<file path="config.mk">
export PLATFORM = sky130hd
export DESIGN_NAME = alu_mc
export DESIGN_NICKNAME = d
export VERILOG_FILES = /design/src/rtl/alu_mc.sv
export SDC_FILE = /design/constraint.sdc
export NUM_CORES = 1
export LEC_CHECK = 0
export CORE_MARGIN = 2
export CORE_UTILIZATION = 45
export DETAILED_ROUTE_END_ITERATION = 7
export PLACE_DENSITY_LB_ADDON = 0.2
export SLEW_MARGIN = 20
export SYNTH_ARGS = -nofsm -noshare
export SYNTH_HDL_FRONTEND = slang
export SYNTH_SLANG_ARGS = --single-unit
</file>
<file path="constraint.sdc">
create_clock -name clk -period 2.8 [get_ports clk]
set_clock_uncertainty 0.15 [all_clocks]
set_input_delay 0.7 -clock clk [delete_from_list [all_inputs] [get_ports clk]]
set_output_delay 0.7 -clock clk [all_outputs]
set_load 0.02 [all_outputs]
</file>
<file path="src/rtl/alu_mc.sv">
// rtl/alu_mc.sv - multi-cycle LC-3b ALU with iterative one-bit-per-cycle shifter
//
// Ports:
//   clk, rst         clock, asynchronous active-high reset
//   in_valid/ready   request handshake; op, a, b captured on accept
//   out_valid/ready  result handshake; result and n/z/p held while out_valid
//   busy             high whenever the FSM is not idle
module alu_mc #(
    parameter int WIDTH = 16,
    parameter int SHW   = 4
) (
    input  logic             clk,
    input  logic             rst,
    input  logic             in_valid,
    output logic             in_ready,
    input  logic [2:0]       op,
    input  logic [WIDTH-1:0] a,
    input  logic [WIDTH-1:0] b,
    output logic             out_valid,
    input  logic             out_ready,
    output logic [WIDTH-1:0] result,
    output logic             n,
    output logic             z,
    output logic             p,
    output logic             busy
);

    localparam logic [2:0] OP_AND   = 3'b000;
    localparam logic [2:0] OP_ADD   = 3'b001;
    localparam logic [2:0] OP_XOR   = 3'b010;
    localparam logic [2:0] OP_LSHF  = 3'b011;
    localparam logic [2:0] OP_RSHFL = 3'b100;
    localparam logic [2:0] OP_RSHFA = 3'b101;
    localparam logic [2:0] OP_SUB   = 3'b110;
    localparam logic [2:0] OP_PASSB = 3'b111;

    typedef enum logic [1:0] {
        S_IDLE  = 2'd0,
        S_SHIFT = 2'd1,
        S_DONE  = 2'd2
    } state_t;

    state_t           r_state;
    logic [WIDTH-1:0] r_acc;
    logic [SHW-1:0]   r_cnt;
    logic [2:0]       r_op;
    logic [WIDTH-1:0] r_result;
    logic             r_n;
    logic             r_z;
    logic             r_p;

    logic             w_accept;
    logic [SHW-1:0]   w_shamt;
    logic             w_is_shift;
    logic             w_start_shift;
    logic [WIDTH-1:0] w_alu;
    logic [WIDTH-1:0] w_acc_shifted;
    logic             w_shift_last;
    logic             w_load;
    logic [WIDTH-1:0] w_load_val;

    // in_ready depends only on state and out_ready, never on in_valid.
    assign in_ready  = (r_state == S_IDLE) || ((r_state == S_DONE) && out_ready);
    assign w_accept  = in_valid && in_ready;
    assign w_shamt   = b[SHW-1:0];
    assign w_is_shift = (op == OP_LSHF) || (op == OP_RSHFL) || (op == OP_RSHFA);
    assign w_start_shift = w_accept && w_is_shift && (w_shamt != '0);
    assign w_shift_last  = (r_state == S_SHIFT) && (r_cnt == SHW'(1));

    // Single-cycle datapath. Shift ops only reach here with shamt=0, so they pass A.
    always_comb begin
        w_alu = '0;
        case (op)
            OP_AND:   w_alu = a & b;
            OP_ADD:   w_alu = a + b;
            OP_XOR:   w_alu = a ^ b;
            OP_SUB:   w_alu = a - b;
            OP_PASSB: w_alu = b;
            default:  w_alu = a;
        endcase
    end

    // One-bit step of the iterative shifter, direction/fill from the captured op.
    always_comb begin
        w_acc_shifted = r_acc;
        case (r_op)
            OP_LSHF:  w_acc_shifted = {r_acc[WIDTH-2:0], 1'b0};
            OP_RSHFL: w_acc_shifted = {1'b0, r_acc[WIDTH-1:1]};
            OP_RSHFA: w_acc_shifted = {r_acc[WIDTH-1], r_acc[WIDTH-1:1]};
            default:  w_acc_shifted = r_acc;
        endcase
    end

    // Result/flags load either on a single-cycle accept or on the last shift step.
    assign w_load     = (w_accept && !w_start_shift) || w_shift_last;
    assign w_load_val = w_shift_last ? w_acc_shifted : w_alu;

    always_ff @(posedge clk or posedge rst) begin
        if (rst) begin
            r_state <= S_IDLE;
            r_acc   <= '0;
            r_cnt   <= '0;
            r_op    <= '0;
        end else begin
            if (w_accept) begin
                // Accept is only possible from IDLE or from DONE with out_ready.
                if (w_start_shift) begin
                    r_acc   <= a;
                    r_cnt   <= w_shamt;
                    r_op    <= op;
                    r_state <= S_SHIFT;
                end else begin
                    r_state <= S_DONE;
                end
            end else begin
                case (r_state)
                    S_SHIFT: begin
                        r_acc <= w_acc_shifted;
                        r_cnt <= r_cnt - SHW'(1);
                        if (w_shift_last) begin
                            r_state <= S_DONE;
                        end
                    end
                    S_DONE: begin
                        if (out_ready) begin
                            r_state <= S_IDLE;
                        end
                    end
                    default: r_state <= S_IDLE;
                endcase
            end
        end
    end

    always_ff @(posedge clk or posedge rst) begin
        if (rst) begin
            r_result <= '0;
            r_n      <= 1'b0;
            r_z      <= 1'b1;
            r_p      <= 1'b0;
        end else if (w_load) begin
            r_result <= w_load_val;
            r_n      <= w_load_val[WIDTH-1];
            r_z      <= (w_load_val == '0);
            r_p      <= !w_load_val[WIDTH-1] && (w_load_val != '0);
        end
    end

    assign out_valid = (r_state == S_DONE);
    assign busy      = (r_state != S_IDLE);
    assign result    = r_result;
    assign n         = r_n;
    assign z         = r_z;
    assign p         = r_p;

endmodule

</file>
-- Yosys cells after proc, flatten, opt, wreduce, memory -nomap -nowiden
Cells that the tools add are included.
- register bits: 44
- bits in latches: 0
- RAM bits: 0
- bits in read-only memories: 0
- bits of input ports: 39
- output and inout bits: 22
- word-level logic and storage cells: 66
- memories: 0
- $add $sub $neg: 3
- multipliers: 0
- divide/modulo/power cells: 0
- $lt $le $gt $ge: 0
- equal/unequal tests: 16
- shifts and indexed selects: 0
- mux-type cells: 14
- bitwise logic cells: 2
- reductions and logical operators: 23
- operator list (cell ; number):
    16-bit one-hot mux with 5 select lines ; 1
    16-bit 2-to-1 mux ; 4
    16-bit one-hot mux with 3 select lines ; 1
    3-bit equality test, second input constant ; 6
    16-bit adder ; 1
    16-bit AND ; 1
    16-bit zero test ; 1
    16-bit nonzero test ; 1
    16-bit subtractor ; 1
    16-bit bitwise XOR ; 1
    4-bit 2-to-1 mux ; 3
    3-bit by 2-bit equality test with 1-bit output, second input constant ; 3
    2-bit 2-to-1 mux ; 4
    1-bit logical AND ; 7
    2-bit AND reduction ; 3
    4-bit by 1-bit equality test with 1-bit output, second input constant ; 1
    1-bit logical OR ; 4
    2-bit one-hot mux with 2 select lines ; 1
    2-bit nonzero test ; 2
    4-bit nonzero test ; 1
    4-bit by 1-bit subtractor with 4-bit output, second input constant ; 1
    3-bit by 1-bit equality test with 1-bit output, second input constant ; 1
    3-bit zero test ; 1
    3-bit by 1-bit inequality test with 1-bit output, second input constant ; 1
    6 further kinds ; 7

-- Logic depth before layout (Yosys ltp)
- word-level depth: 9
- mapped depth: 16
- gate-level depth less buffers: 14

-- Worst setup path after synthesis
Ideal clock, no wire load.
- path kind: input to register
- start: input b[6]
- end: register r_p, in the netlist p
- setup time: 0.134 ns
- arrival: 3.689 ns
- data required time: 2.516 ns
- setup slack: -1.173 ns
- cell stages on the path: 14
- buffers on the path: 0
- cell sequence: nor4_1 -> nand2_4 -> nor2_1 -> a21oi_1 -> xnor2_1 -> ha_1 -> a21o_1 -> a21oi_1 -> o21ai_0 -> a221oi_1 -> mux2i_1 -> nand4_1 -> nor4b_1 -> a21oi_1
- longest elaborated chain between the ends: 5
- elaborated cells on any way between the ends: 9
- those cells by class: add/sub (2); mux (2); bitwise (2); reduce/logical (3)
- ends and longest elaborated chain (item ; line ; RTL):
    start: declaration ; 18 ; input logic [WIDTH-1:0] b,
    16-bit subtractor, or another cell as far along ; 77 ; OP_SUB: w_alu = a - b;
    16-bit one-hot mux with 5 select lines (*) ; 73 ; case (op)
    16-bit 2-to-1 mux (*) ; 96 ; assign w_load_val = w_shift_last ? w_acc_shifted : w_alu;
    16-bit nonzero test / 1-bit zero test (equally long branches) ; 145 ; r_p <= !w_load_val[WIDTH-1] && (w_load_val != '0);
    1-bit logical AND (*) ; 145 ;
    end signal: assignment ; 145 ;
    end: declaration ; 50 ; logic r_p;
Mark *: on every way between the ends. The rest lies on a longest branch, timed or not.
A chain may end at the register's enable or synchronous reset.

-- Final worst setup path
- start: input b[1]
- end: register r_z, in the netlist z
- longest elaborated chain between the ends: 5
- elaborated cells on any way between the ends: 12
- those cells by class: add/sub (2); mux (2); bitwise (2); reduce/logical (6)
- ends and longest elaborated chain (item ; line ; RTL):
    branches (longest 5 deep; another with 16-bit subtractor) ; n/a ;
    end signal: assignment ; 144 ; r_z <= (w_load_val == '0);
    end: declaration ; 49 ; logic r_z;
Parallel ways; which one is timed is not known.

==> impl_metrics.ini <==
[status]
run_status = finished with violations
violations = negative setup slack

[cts]
tritoncts.num_buffers = 5
htree_num_levels = 2
clkTransAtPathRegs_ns = 0.10
cts_tree = built
cts_sinks = 43
cts-root-to-sink-buffers = 2
cts_root_buf = clkbuf_8
clock_latency_on_the_worst_skew_pair_ns = 0.32

[place]
dp_hpwl_um = 12400
gp_congestion = 0.934
place_area_sq_um = 6350
detailedPlace.worstSlack_ns = -1.61
port_buffers = 60

[synthesis]
synth-main-ff-cell = dfrtp_1
yosysWarnings = 0
postSynthAreaPerCell_sq_um = 7.92
post_synth_num_cell_types = 69
synthesis.instances = 575
synth.net_count = 649
synth_async_sr_flop_share_pct = 100
synth-seq-area-share_pct = 23.7
synth.cell_area_sq_um = 4550
number_of_synthesized_flops_with_an_enable_pin = 0
ys_ff_latch = 43

[drt]
routed_wire_length_per_instance_um = 19.8
wirelength_um = 18200
detailroute.via_count = 5533
drt_first_iter_violations = 513
detailedRoute.firstPassIterationCount = 5
final_antenna_net_count = 0
drc_errors = 0
viasPerCell = 6.03

[global_route]
grt_pass1_wl_um = 28200
globalRouteTotalUtil_pct = 31.9
grt-ovfl-total = 0
grt_start_max_net_pins = 44
grt_pass1_vias = 5523
grt_antenna_before_repair = 0

[critical_path]
timing.critical_path.fanout_max = 5
cp.arrival_ns = 3.86
critPathRequiredTime_ns = 2.92
timing.critical_path.from_type = input port
reg2regPathDepth = 8
worstReg2RegEnd = p
crit_start = b[1]
r2r-start = r_state[1]
timing_worst_setup_path_type = input port to register
r2r_slack_ns = 0.06
setup.worst_path.end_class = register

[timing]
holdWs_ns = 0.364
report.final.hold_viol_count = 0
slew_headroom_pct = 62.3
final-max-slew-violation-count = 0
post-route-period-util_pct = 134
postLayoutSetupSlackWorst_ns = -0.942
worst-slew-pin-transition_ns = 0.559
setup_viol = 15
setup_repair_after_global_routing_missed_its_margin = yes
fin_crit_period_ns = 3.74
achievable-frequency_ghz = 0.267

[floorplan]
start_util_pct = 46.4
die_area_sq_um = 10900
ioPinCount = 61
placeableCoreArea_sq_um = 9820
die_x_um = 105
die_height_um = 105
rows = 36

[power]
ir_drop_mv = 0.352
switchingPower_uw = 2300
p_per_area_nw_per_um2 = 671
clock_power_share_pct = 8.9
total_leakage_power_uw = 0.00317
swShare_pct = 46.6
power.share.combinational_pct = 66.9
p_int_uw = 2640
pwr-share-seq_pct = 24.2

[min_path]
worstHoldEndpoint = result[5]
hold-path-cell-count = 1
min_path_type = register to register
hp-start = result[5]

[layout]
layout.cells.most_common = buf_4
final_cell_mix = 149 x buf_4, 61 x nor2_1, 43 x clkdlybuf4s50_1, 42 x dfrtp_1, 39 x nand2_1
final_layout_size_suffix_gt1_share_pct = 37.4
finish.instance_area_sq_um = 7350
finalNetCount = 857
num_antenna_cells = 0
area.growth.synth_to_final_pct = 61.5

[run]
max_cap_viols = 0
[registers in the layout, summed over array words and instances (netlist names)]
| name | cells |
|---|---|
| z | 1 |
| r_state | 2 |
| r_cnt | 4 |
| p | 1 |
| r_op | 3 |
| r_acc | 16 |
| result | 16 |
[metrics by stage]
step / TNS [ns] / total power [uW] / std cells / utilization [%]
final: -8.33 / 4940 / 917 / 74.9
after global routing: -10.21 / 5250 / 917 / 74.9
after CTS: -5.58 / 4700 / 918 / 72.4
after detailed placement: -25.93 / 4070 / 868 / 64.7
after global placement: -23.29 / 3970 / 868 / 64.7
after floorplan: -5.32 / 2910 / 575 / -
[power by group through the flow]
stage	registers, uW	logic, uW	clock network [uW]
2_1_floorplan	1260	1650	0
6_report	1190	3300	438
5_1_grt	1240	3550	461
4_1_cts	1190	3090	430
3_5_place_dp	1200	2870	0
3_3_place_gp	1180	2790	0
[Yosys cell counts, types with 8 or more instances]
library cell / number / area, sq um
a211oi_1: 11 / 82.6
a21o_1: 9 / 67.6
a21oi_1: 56 / 280
a221oi_1: 9 / 78.8
a31oi_1: 15 / 93.8
buf_2: 8 / 40.0
clkbuf_1: 22 / 82.6
dfrtp_1: 42 / 1050
ha_1: 34 / 425
inv_1: 22 / 82.6
mux2i_1: 38 / 380
nand2_1: 41 / 154
nand2b_1: 16 / 100
nand3_1: 9 / 45.0
nor2_1: 70 / 263
nor2b_1: 10 / 62.6
o21ai_0: 31 / 155
xnor2_1: 14 / 123
[per-layer routing]
layer / GRT usage (%) / vias up / wire (um)
met1: 40.7 / 2665 / 7650
met5: 0 / - / 0
li1: - / 2549 / -
met3: 3.18 / 60 / 1010
met4: 13.0 / 0 / 753
met2: 55.1 / 259 / 8740
[how the worst max path moves through the flow]
stage | to | slack [ns]
finish | z | -0.94
global route | z | -1.11
CTS | z | -0.73
detailed placement | p | -1.61
global placement | p | -1.45
floorplan | z | -0.79
[cell families (layout without fill, tap and decap cells)]
logic type / count (synthesis) / after routing / share of synthesized area, %
flip-flops: 43 / 43 / 23.7
AO/OA/AOI/OAI: 189 / 189 / 27.3
multiplexers: 45 / 45 / 10.1
buffers and inverters: 58 / 267 / 5.08
AND/OR/NAND/NOR: 183 / 183 / 19.7
XOR/XNOR: 22 / 22 / 4.40
adder cells (fa/ha/maj): 35 / 35 / 9.78
[worst max-delay path: stages]
cell       delay [ns]
buf_8            0.09
buf_4            0.13
inv_4            0.05
ha_4             0.14
nor3b_4          0.27
nor2_2           0.07
xnor2_1          0.13
ha_1             0.38
a21o_1           0.26
a31oi_4          0.24
a211o_1          0.23
a31oi_1          0.12
or3_1            0.34
a31o_1           0.22
a2111oi_2        0.31
a22o_1           0.18
[timing repair]
item	in CTS	in global routing
hold buffers	0	0
setup buffers	46	8
gates cloned	0	0
resized for setup	131	44
endpoints found under the setup margin	20	17
pin swaps	72	34
[cell type report]
type                       count  area (sq um)
multi-input combinational    474          3910
fill                         737          2470
timing repair buffer         235          2020
sequential                    43          1080
tap                          133           166
inverter                      24          92.6
clock buffer                   5          68.8
clock inverter                 3          23.8
Power figures use the tool's default switching activity.
